<file path="config.mk">
export PLATFORM = sky130hd
export DESIGN_NAME = fetch_unit
export DESIGN_NICKNAME = d
export VERILOG_FILES = /design/src/rtl/fetch_unit.sv
export SDC_FILE = /design/constraint.sdc
export NUM_CORES = 1
export LEC_CHECK = 0
export ABC_AREA = 1
export CORE_MARGIN = 2
export CORE_UTILIZATION = 33
export DETAILED_ROUTE_END_ITERATION = 16
export SLEW_MARGIN = 40
export SYNTH_ARGS = -nofsm -noshare
export SYNTH_HDL_FRONTEND = slang
export SYNTH_SLANG_ARGS = --single-unit
</file>
<file path="constraint.sdc">
create_clock -name clk -period 5.7 [get_ports clk]
set_input_delay 1.14 -clock clk [delete_from_list [all_inputs] [get_ports clk]]
set_output_delay 1.14 -clock clk [all_outputs]
set_load 0.02 [all_outputs]
</file>
<file path="src/rtl/fetch_unit.sv">
// fetch_unit: multi-cycle instruction fetch stage.
// Holds the PC, fetches one word per instruction over a ready handshake,
// latches it in the instruction register and computes the next PC from the
// decoder's jump/branch flags and the ALU zero flag.
// Optional feature macro: FETCH_RETIRE_COUNT_EN builds a 32-bit retired
// instruction counter; without it retireCount is tied to zero.
module fetch_unit #(
    parameter logic [31:0] RESET_PC = 32'h0000_0000
) (
    input  logic        clk,
    input  logic        resetN,
    output logic        imemReq,
    output logic [31:0] imemAddr,
    input  logic        imemReady,
    input  logic [31:0] imemData,
    output logic [31:0] instr,
    output logic [5:0]  opCode,
    output logic        instrValid,
    input  logic        advance,
    input  logic        branch,
    input  logic        zero,
    input  logic        jump,
    output logic [31:0] pc,
    output logic [31:0] pcPlus4,
    output logic [31:0] retireCount
);

    typedef enum logic [1:0] {
        ST_RESET = 2'b00,
        ST_FETCH = 2'b01,
        ST_HOLD  = 2'b10
    } state_t;

    state_t      state_q, state_d;
    logic [31:0] pc_q, pc_d;
    logic [31:0] instr_q, instr_d;
    logic [31:0] pc_plus4;
    logic [31:0] branch_offset;
    logic [31:0] branch_target;
    logic [31:0] jump_target;
    logic        commit;

    // Next-PC candidates derived purely from the PC and instruction registers
    always_comb begin
        pc_plus4      = pc_q + 32'd4;
        branch_offset = {{14{instr_q[15]}}, instr_q[15:0], 2'b00};
        branch_target = pc_plus4 + branch_offset;
        jump_target   = {pc_plus4[31:28], instr_q[25:0], 2'b00};
        commit        = (state_q == ST_HOLD) && advance;
    end

    // State transitions, instruction capture and PC commit; jump outranks branch
    always_comb begin
        state_d = state_q;
        pc_d    = pc_q;
        instr_d = instr_q;
        case (state_q)
            ST_RESET: begin
                state_d = ST_FETCH;
            end
            ST_FETCH: begin
                if (imemReady) begin
                    instr_d = imemData;
                    state_d = ST_HOLD;
                end
            end
            ST_HOLD: begin
                if (commit) begin
                    state_d = ST_FETCH;
                    if (jump) begin
                        pc_d = jump_target;
                    end else if (branch && zero) begin
                        pc_d = branch_target;
                    end else begin
                        pc_d = pc_plus4;
                    end
                end
            end
            default: begin
                state_d = ST_FETCH;
            end
        endcase
    end

    // Architectural state registers with asynchronous active-low reset
    always_ff @(posedge clk or negedge resetN) begin
        if (!resetN) begin
            state_q <= ST_RESET;
            pc_q    <= RESET_PC;
            instr_q <= 32'h0;
        end else begin
            state_q <= state_d;
            pc_q    <= pc_d;
            instr_q <= instr_d;
        end
    end

`ifdef FETCH_RETIRE_COUNT_EN
    logic [31:0] retire_count_q, retire_count_d;

    // Retired count advances once per committed instruction and wraps naturally
    always_comb begin
        retire_count_d = retire_count_q;
        if (commit) begin
            retire_count_d = retire_count_q + 32'd1;
        end
    end

    // Retired-instruction counter register
    always_ff @(posedge clk or negedge resetN) begin
        if (!resetN) begin
            retire_count_q <= 32'h0;
        end else begin
            retire_count_q <= retire_count_d;
        end
    end

    assign retireCount = retire_count_q;
`else
    assign retireCount = 32'h0;
`endif

    // Handshake and status outputs decode only from registered state
    assign imemReq    = (state_q == ST_FETCH);
    assign imemAddr   = pc_q;
    assign instrValid = (state_q == ST_HOLD);
    assign instr      = instr_q;
    assign opCode     = instr_q[31:26];
    assign pc         = pc_q;
    assign pcPlus4    = pc_plus4;

endmodule

</file>
==> results.py, run 1 <==
metrics = {
    "setup_path": {
        "worstReg2RegEnd": "imemAddr[12]",
        "reg2reg_slack_ps": 2290,
        "reg2reg_from": "imemAddr[2]",
        "crit_path_max_fanout": 6,
        "r2r_cells": 17,
        "cp-end-kind": "output port",
        "critPathLaunchType": "flop",
        "critPathKind": "reg2out",
        "arrival_ps": 2690,
        "required_ps": 4560,
    },
    "logic_synthesis": {
        "yosysTopAreaCellShare_pct": 23.61,
        "seq_area_frac_synth_pct": 23.61,
        "yosysWarnings": 0,
        "synth_top_cell_by_area": "dfrtp_1",
        "synth_area_mm2": 0.006783,
        "syn_inst": 1101,
        "ys_ff_latch": 64,
        "synthTopCellsByArea": "dfrtp_1 24%, nand2_1 21%, inv_1 9.5%, buf_4 8.2%, ha_1 6.6%",
        "synth.avg_cell_area_um2": 6.161,
        "synth.distinct_cells": 43,
    },
    "power": {
        "finalPower_uw": 5985,
        "p_per_area_mw_per_mm2": 690.0,
        "p_leak_uw": 0.004546,
        "vdd_drop_max_mv": 0.3348,
    },
    "final_layout": {
        "final_util_pct": 42.86,
        "n_antenna_cell": 0,
        "register_area_mm2": 0.001603,
        "drive_above_1_share_pct": 5.763,
        "fillers": 2168,
        "syn_to_final_growth_pct": 27.87,
        "fin_nets": 1303,
        "most-common-layout-cells": "387 x nand2_1, 171 x inv_1, 167 x clkdlybuf4s50_1, 100 x nor2_1, 76 x nand3_1",
        "final_common_cell": "nand2_1",
        "stdcell_area_mm2": 0.008673,
        "multi_input_area_mm2": 0.004021,
    },
    "hold_path": {
        "hold_path_depth": 1,
        "min_to": "instr[16]",
        "hp-class": "reg2reg",
        "hold_path_startpoint": "instr[16]",
    },
    "clocking": {
        "cts_root_buf": "clkbuf_16",
        "cts_hold_buffers": 0,
        "clkTransAtPathRegs_ps": 60,
        "cts_sinks": 64,
        "cts_tree": "done",
        "clock_path_buffers": 2,
        "htreeDepth": 3,
        "cts_resized": 0,
        "post-cts-setup-buffers": 0,
        "numCtsBuffers": 9,
        "insertion_delay_ps": 340,
    },
    "drt": {
        "via_count": 7043,
        "drt_iter0_drc": 509,
        "routed_wl_mm": 22.85,
        "vias_per_cell": 4.689,
        "first_pass_iters": 5,
        "drc": 0,
        "ant_nets": 0,
        "post_drt_wl_per_cell_um": 15.22,
    },
    "global_routing": {
        "track_usage_pct": 21.12,
        "grt_overflow": 0,
        "grt_pass1_vias": 6707,
        "antenna_found_initial": 0,
        "grt_pass1_wl_mm": 36.00,
        "grt_max_degree": 48,
    },
    "timing": {
        "fmax_mhz": 261.1,
        "finalCritPeriodShare_pct": 67.18,
        "setup_viol": 0,
        "maxSlewHeadroom_pct": 51.56,
        "skew_ps": 8.393,
        "hold_viol": 0,
        "hold_ws_ps": 536.4,
        "setup-tns-final_ps": 0,
        "fin_crit_ps": 3829,
        "slew_violations": 0,
        "rsz0062_at_grt": "false",
        "worst_pin_slew_ps": 726.6,
    },
    "floorplan": {
        "io_pins": 207,
        "rows": 52,
        "fp.dieW_um": 147.4,
        "start_util_pct": 33.52,
        "die_y_um": 147.4,
        "coreArea_mm2": 0.02023,
        "die_area_mm2": 0.02172,
    },
    "placed_design": {
        "dp_hpwl_mm": 18.28,
        "dpl_cell_area_mm2": 0.008319,
        "io_buffers": 168,
        "gp_congestion": 1.022,
    },
    "flow_run": {
        "max_cap_viol_count": 0,
    },
    "run_status": {
        "status": "completed",
    },
}
worst max path at each step:
stage / start / end / slack [ps]
5_1_grt: imemAddr[3] / pcPlus4[12] / 1730
2_1_floorplan: imemAddr[2] / imemAddr[13] / 2600
3_3_place_gp: branch / imemAddr[19] / 1970
6_report: imemAddr[13] / pcPlus4[30] / 1870
4_1_cts: imemAddr[13] / pcPlus4[30] / 1900
3_5_place_dp: imemAddr[13] / pcPlus4[19] / 2260
cell families (layout without fill, tap and decap cells):
kind of cell / count (synthesis) / count (layout) / share of synthesized area (%)
xor gates and xnor gates: 15 / 15 / 1.937
adders and majority gates: 37 / 37 / 6.936
other: 1 / 38 / 0.05529
buffers and inverters: 267 / 361 / 19.26
muxes: 26 / 26 / 4.317
and+or+nand+nor: 611 / 611 / 37.30
AOI/OAI and AO/OA: 80 / 80 / 6.585
DFF: 64 / 64 / 23.61
routing by layer:
metal / track usage (%) / up-vias / part of all wire (%)
met2: 33.71 / 259 / 45
met3: 4.783 / 40 / 7.4
li1: - / 3540 / -
met4: 6.538 / 0 / 2.7
met5: 0 / - / 0
met1: 28.48 / 3204 / 45
layout make-up:
| class | instances | share of cell area (%) |
|---|---|---|
| Clock inverter | 6 | 1.327 |
| Tap cell | 270 | 3.895 |
| Inverter | 173 | 7.501 |
| Timing Repair Buffer | 172 | 19.68 |
| Sequential cell | 64 | 18.48 |
| Multi-Input combinational cell | 807 | 46.36 |
| Clock buffer | 10 | 2.755 |
synth_stat cells (all sizes together):
cell type,count
a21boi,5
a21o,4
a21oi,40
a22oi,4
a31oi,1
and2,4
and3,1
buf,81
clkbuf,12
clkinv,1
conb,1
dfrtp,64
dlymetal6s2s,1
fa,1
ha,36
inv,172
mux2,26
nand2,393
nand3,78
nand3b,6
nand4,6
nor2,105
nor3,8
nor3b,3
o211ai,2
o21ai,21
o22ai,3
or2,7
xnor2,2
xor2,13
worst max-delay path: stages (launching register included):
cell and delay [ps]:
dfrtp_1 530, nand2_1 130, nor2_1 200, nand2_1 150, nor2_1 370, nand3b_1 120
nand2_1 200, clkdlybuf4s50_1 650
state kept, by name, indices dropped and copies added (netlist names):
signal / count
state_q: 2
imemAddr: 30
instr: 32
per-stage QoR:
step	cells	worst slack, ps
2_1_floorplan	1138	2604
3_3_place_gp	1486	1972
3_5_place_dp	1486	2262
4_1_cts	1502	1898
5_1_grt	1502	1727
6_report	1502	1871
power breakdown:
part | leakage (uW) | switching (uW) | internal, uW
logic | 0.00363 | 2620 | 1710
clock network | 0.000169 | 228 | 442
registers | 0.000747 | 333 | 655
Note: power is estimated with default switching activity, not from simulation.
==> inputs of run 2 (changes only) <==
==> constraint.sdc (replaced) <==
create_clock -name clk -period 3.2 [get_ports clk]
set_input_delay 0.64 -clock clk [delete_from_list [all_inputs] [get_ports clk]]
set_output_delay 0.64 -clock clk [all_outputs]
set_load 0.02 [all_outputs]
==> run 2 against run 1 <==
  * Worst setup slack worse by 1800 ps
  * Flip-flop and latch count stayed put
  * First-iteration DRC count grew 3.9%
  * Sequential share of layout area fell by 0.75 points
  * Via count increased by 3.1%
  * Wire length increased by 3.7%
  * Worst hold slack got worse by 280 ps
  * Die area is the same
  * Critical path type unchanged
==> results.py, run 2 (synthesis results as in run 1) <==
metrics = {
    "power": {
        "vdd_drop_max_mv": 0.5291,
        "p_per_area_mw_per_mm2": 1222,
        "p_leak_uw": 0.004753,
    },
    "clocking": {
        "cts_hold_buffers": 0,
        "clock_path_buffers": 2,
        "cts_tree": "done",
        "cts_sinks": 64,
        "htreeDepth": 3,
        "insertion_delay_ps": 340,
        "cts_root_buf": "clkbuf_16",
        "clkTransAtPathRegs_ps": 60,
        "numCtsBuffers": 9,
    },
    "final_layout": {
        "final_common_cell": "nand2_1",
        "fin_nets": 1342,
        "largest_reg_flops": 32,
        "n_antenna_cell": 0,
        "drive_above_1_share_pct": 12.20,
        "most-common-layout-cells": "384 x nand2_1, 171 x inv_1, 163 x clkdlybuf4s50_1, 80 x nor2_1, 75 x nand3_1",
        "syn_to_final_growth_pct": 34.72,
    },
    "setup_path": {
        "critPathLaunch": "imemAddr[2]",
        "reg2reg_from": "imemAddr[15]",
        "critPathLaunchType": "flop",
        "arrival_ps": 2450,
        "crit_end": "pcPlus4[25]",
        "worstReg2RegEnd": "imemAddr[27]",
        "r2r_cells": 19,
        "crit_path_max_fanout": 5,
        "reg2reg_slack_ps": 150,
        "required_ps": 2560,
        "critPathKind": "reg2out",
        "cp-end-kind": "output port",
    },
    "global_routing": {
        "grt_overflow": 0,
        "grt_pass1_vias": 6638,
        "antenna_found_initial": 0,
        "track_usage_pct": 21.32,
        "grt_max_degree": 40,
        "grt_pass1_wl_mm": 36.15,
    },
    "timing": {
        "setup_viol": 0,
        "skew_ps": 11.61,
        "hold_viol": 0,
        "fin_crit_ps": 3092,
        "finalCritPeriodShare_pct": 96.62,
        "worst_pin_slew_ps": 622.4,
        "rsz0062_at_grt": "true",
        "setup_ws_ps": 108.3,
        "slew_violations": 0,
        "setup-tns-final_ps": 0,
        "fmax_mhz": 323.4,
        "maxSlewHeadroom_pct": 58.38,
    },
    "drt": {
        "drt_iter0_drc": 529,
        "routed_wl_mm": 23.69,
        "via_count": 7263,
        "post_drt_wl_per_cell_um": 15.38,
        "drc": 0,
        "ant_nets": 0,
        "first_pass_iters": 5,
        "vias_per_cell": 4.716,
    },
    "hold_path": {
        "hp-class": "in2async",
    },
    "floorplan": {
        "die_y_um": 147.4,
        "rows": 52,
        "coreArea_mm2": 0.02023,
        "start_util_pct": 33.52,
        "die_area_mm2": 0.02172,
        "fp.dieW_um": 147.4,
        "io_pins": 207,
    },
    "run_status": {
        "status": "completed",
    },
    "placed_design": {
        "dp_hpwl_mm": 18.99,
        "place_ws_ps": 62.70,
        "gp_congestion": 0.9283,
        "io_buffers": 168,
    },
    "flow_run": {
        "max_cap_viol_count": 0,
    },
}
-- run 2: layer usage --
| layer | share of wire, % | track usage [%] | vias up | wire (um) |
|---|---|---|---|---|
| met5 | 0 | 0 | - | 0 |
| met4 | 1.5 | 4.904 | 0 | 358 |
| met3 | 7.2 | 3.168 | 27 | 1704 |
| met2 | 46 | 35.44 | 309 | 11010 |
| met1 | 45 | 29.30 | 3308 | 10620 |
| li1 | - | - | 3619 | - |
-- run 2: final cells by class --
class,count,area (um^2)
Fill cell,2066,11100
Inverter,173,649.4
Clock inverter,5,106.4
Multi-Input combinational cell,807,4170
Clock buffer,10,229.0
Sequential cell,64,1620
Timing Repair Buffer,211,2024
Tap cell,270,337.8
-- run 2: worst min path at each step --
stage / slack (ps) / cells after the start / end
3_5_place_dp: 520 / 1 / instr[26]
2_1_floorplan: 340 / 0 / imemAddr[10]
3_3_place_gp: 510 / 1 / instr[30]
4_1_cts: 420 / 1 / imemAddr[8]
6_report: 250 / 1 / imemAddr[6]
5_1_grt: 280 / 1 / imemAddr[6]
-- run 2: power breakdown --
part / total, uW / internal (uW) / switching [uW]
sequential: 1700 / 1190 / 512
clock: 1150 / 759 / 395
combinational: 8320 / 3360 / 4960
-- run 2: repair_timing --
action	CTS	global route
setup buffers	0	2
pin swaps	0	2
resized for setup	1	61
endpoints found under the setup margin	2	35
-- run 2: stage by stage --
step | std cells | utilization (%) | cell area, um^2 | power (uW) | hold slack [ps]
after CTS | 1538 | 44.21 | 8945 | 10860 | 417.5
after global routing | 1540 | 45.16 | 9138 | 12060 | 281.3
after detailed placement | 1523 | 42.54 | 8607 | 9651 | 522.3
final | 1540 | 45.16 | 9138 | 11170 | 252.0
after floorplan | 1138 | - | 6922 | 6757 | 344.4
after global placement | 1523 | 42.51 | 8602 | 9635 | 513.4
-- run 2: worst max-delay path, cell delays in order, from the launching register on --
cell	delay, ps
dfrtp_1	350
buf_4	150
inv_1	80
nor2_4	210
nand2_1	180
inv_1	150
nand2_1	70
nand2_1	60
nand2_1	70
inv_1	170
clkdlybuf4s50_1	640
==> inputs of run 3 (changes only) <==
--- a/config.mk
+++ b/config.mk
@@ -6,9 +6,11 @@
 export NUM_CORES = 1
 export LEC_CHECK = 0
 export ABC_AREA = 1
+export CAP_MARGIN = 15
 export CORE_MARGIN = 2
 export CORE_UTILIZATION = 33
 export DETAILED_ROUTE_END_ITERATION = 16
+export MAX_ROUTING_LAYER = met4
 export SLEW_MARGIN = 40
 export SYNTH_ARGS = -nofsm -noshare
 export SYNTH_HDL_FRONTEND = slang
==> run 3 against run 2 <==
  * Die area unchanged
  * Flip-flop and latch count unchanged
  * Final cell count up 0.19%
  * Worst hold slack better by 110 ps
  * Design area about the same
  * Clock power down 9.6%
  * Critical path depth down 3
  * Critical path type unchanged
  * Critical endpoint is now pcPlus4[21]
  * Largest cell class unchanged
  * Highest routed layer unchanged
==> results.py, run 3 (synthesis results as in run 1) <==
metrics = {
    "flow_run": {
        "max_cap_viol_count": 0,
    },
    "run_status": {
        "status": "completed",
    },
    "timing": {
        "fmax_mhz": 326.3,
        "worst_pin_slew_ps": 740.3,
        "hold_ws_ps": 365.5,
        "maxSlewHeadroom_pct": 50.65,
        "skew_ps": 6.208,
        "hold_viol": 0,
        "fin_crit_ps": 3065,
        "rsz0062_at_grt": "true",
        "setup_viol": 0,
        "slew_violations": 0,
        "finalCritPeriodShare_pct": 95.78,
    },
    "power": {
        "p_leak_uw": 0.004818,
        "p_per_area_mw_per_mm2": 1207,
        "vdd_drop_max_mv": 0.4904,
        "finalPower_uw": 11030,
    },
    "placed_design": {
        "dp_hpwl_mm": 19.07,
        "gp_congestion": 0.9215,
        "dpl.cell_count": 1525,
        "io_buffers": 168,
    },
    "final_layout": {
        "drive_above_1_share_pct": 11.78,
        "fin_nets": 1344,
        "final_util_pct": 45.15,
        "instances_no_fill": 1543,
        "n_antenna_cell": 0,
        "most-common-layout-cells": "385 x nand2_1, 171 x inv_1, 158 x clkdlybuf4s50_1, 86 x nor2_1, 76 x nand3_1",
        "largest_reg_flops": 32,
        "final_common_cell": "nand2_1",
        "syn_to_final_growth_pct": 34.70,
    },
    "floorplan": {
        "io_pins": 207,
        "die_area_mm2": 0.02172,
        "start_util_pct": 33.52,
        "rows": 52,
        "fp.dieW_um": 147.4,
        "die_y_um": 147.4,
        "coreArea_mm2": 0.02023,
    },
    "global_routing": {
        "grt_overflow": 0,
        "antenna_found_initial": 0,
        "grt_pass1_vias": 6714,
        "grt_pass1_wl_mm": 36.25,
        "grt_max_degree": 40,
        "track_usage_pct": 21.96,
    },
    "setup_path": {
        "reg2reg_from": "imemAddr[4]",
        "reg2reg_slack_ps": 170,
        "arrival_ps": 2420,
        "required_ps": 2560,
        "r2r_cells": 17,
        "cp-end-kind": "output port",
        "critPathLaunchType": "flop",
        "worstReg2RegEnd": "imemAddr[12]",
        "crit_path_max_fanout": 5,
        "critPathKind": "reg2out",
    },
    "clocking": {
        "cts_tree": "done",
        "clkTransAtPathRegs_ps": 60,
        "numCtsBuffers": 9,
        "htreeDepth": 3,
        "insertion_delay_ps": 340,
        "cts_root_buf": "clkbuf_16",
        "cts_sinks": 64,
        "clock_path_buffers": 2,
        "cts_hold_buffers": 0,
    },
    "drt": {
        "ant_nets": 0,
        "drt_iter0_drc": 599,
        "routed_wl_mm": 23.54,
        "drc": 0,
        "vias_per_cell": 4.697,
        "first_pass_iters": 5,
        "via_count": 7248,
        "post_drt_wl_per_cell_um": 15.26,
    },
    "hold_path": {
        "hp-class": "in2async",
    },
}
[run 3: area by class of cell]
class / instances / area [um^2]
Inverter: 173 / 649.4
Sequential cell: 64 / 1614
Multi-Input combinational cell: 807 / 4179
Tap cell: 270 / 337.8
Clock inverter: 6 / 67.56
Timing Repair Buffer: 213 / 2049
Fill cell: 2112 / 11100
Clock buffer: 10 / 239.0
[run 3: metal layers]
layer | wire length (um) | vias up | track usage (%) | share of wire [%]
met5 | 0 | - | - | 0
met2 | 10840 | 278 | 34.84 | 46
met3 | 1663 | 35 | 3.882 | 7.1
met4 | 537 | 0 | 6.394 | 2.3
li1 | - | 3632 | - | -
met1 | 10500 | 3303 | 28.78 | 45
[run 3: repair_timing]
action	CTS	global route
pin swaps	0	1
gates resized for setup	5	51
setup endpoints to repair	3	38
buffers inserted	0	2
[run 3: power by group]
group / leakage (uW) / internal [uW] / switching, uW
clock network: 0.000145 / 628 / 410
registers: 0.000737 / 1180 / 525
logic: 0.00394 / 3380 / 4910
[run 3: how the worst max path moves through the flow]
stage                        end  cells after the start    startpoint
finish               pcPlus4[21]                      7  imemAddr[16]
global route        imemAddr[27]                     22   imemAddr[2]
CTS                  pcPlus4[19]                      7   imemAddr[7]
detailed placement  imemAddr[25]                     19  imemAddr[23]
global placement    imemAddr[25]                     19  imemAddr[23]
floorplan           imemAddr[13]                     18   imemAddr[2]
[run 3: stage by stage]
stage	setup TNS (ps)	area (um^2)	setup slack (ps)
2_1_floorplan	0	6922	104.3
3_3_place_gp	0	8617	63.50
3_5_place_dp	0	8622	70.60
4_1_cts	0	8944	7.008
5_1_grt	-65.54	9136	-40.69
6_report	0	9136	135.2
[run 3: critical path, cell delays in order, from the launching register on]
cell and delay (ps):
dfrtp_1 450, nand2_1 100, nor2_1 220, nand2_1 130, nor2_1 150, a21o_1 140, and2_1 240, clkdlybuf4s50_1 650
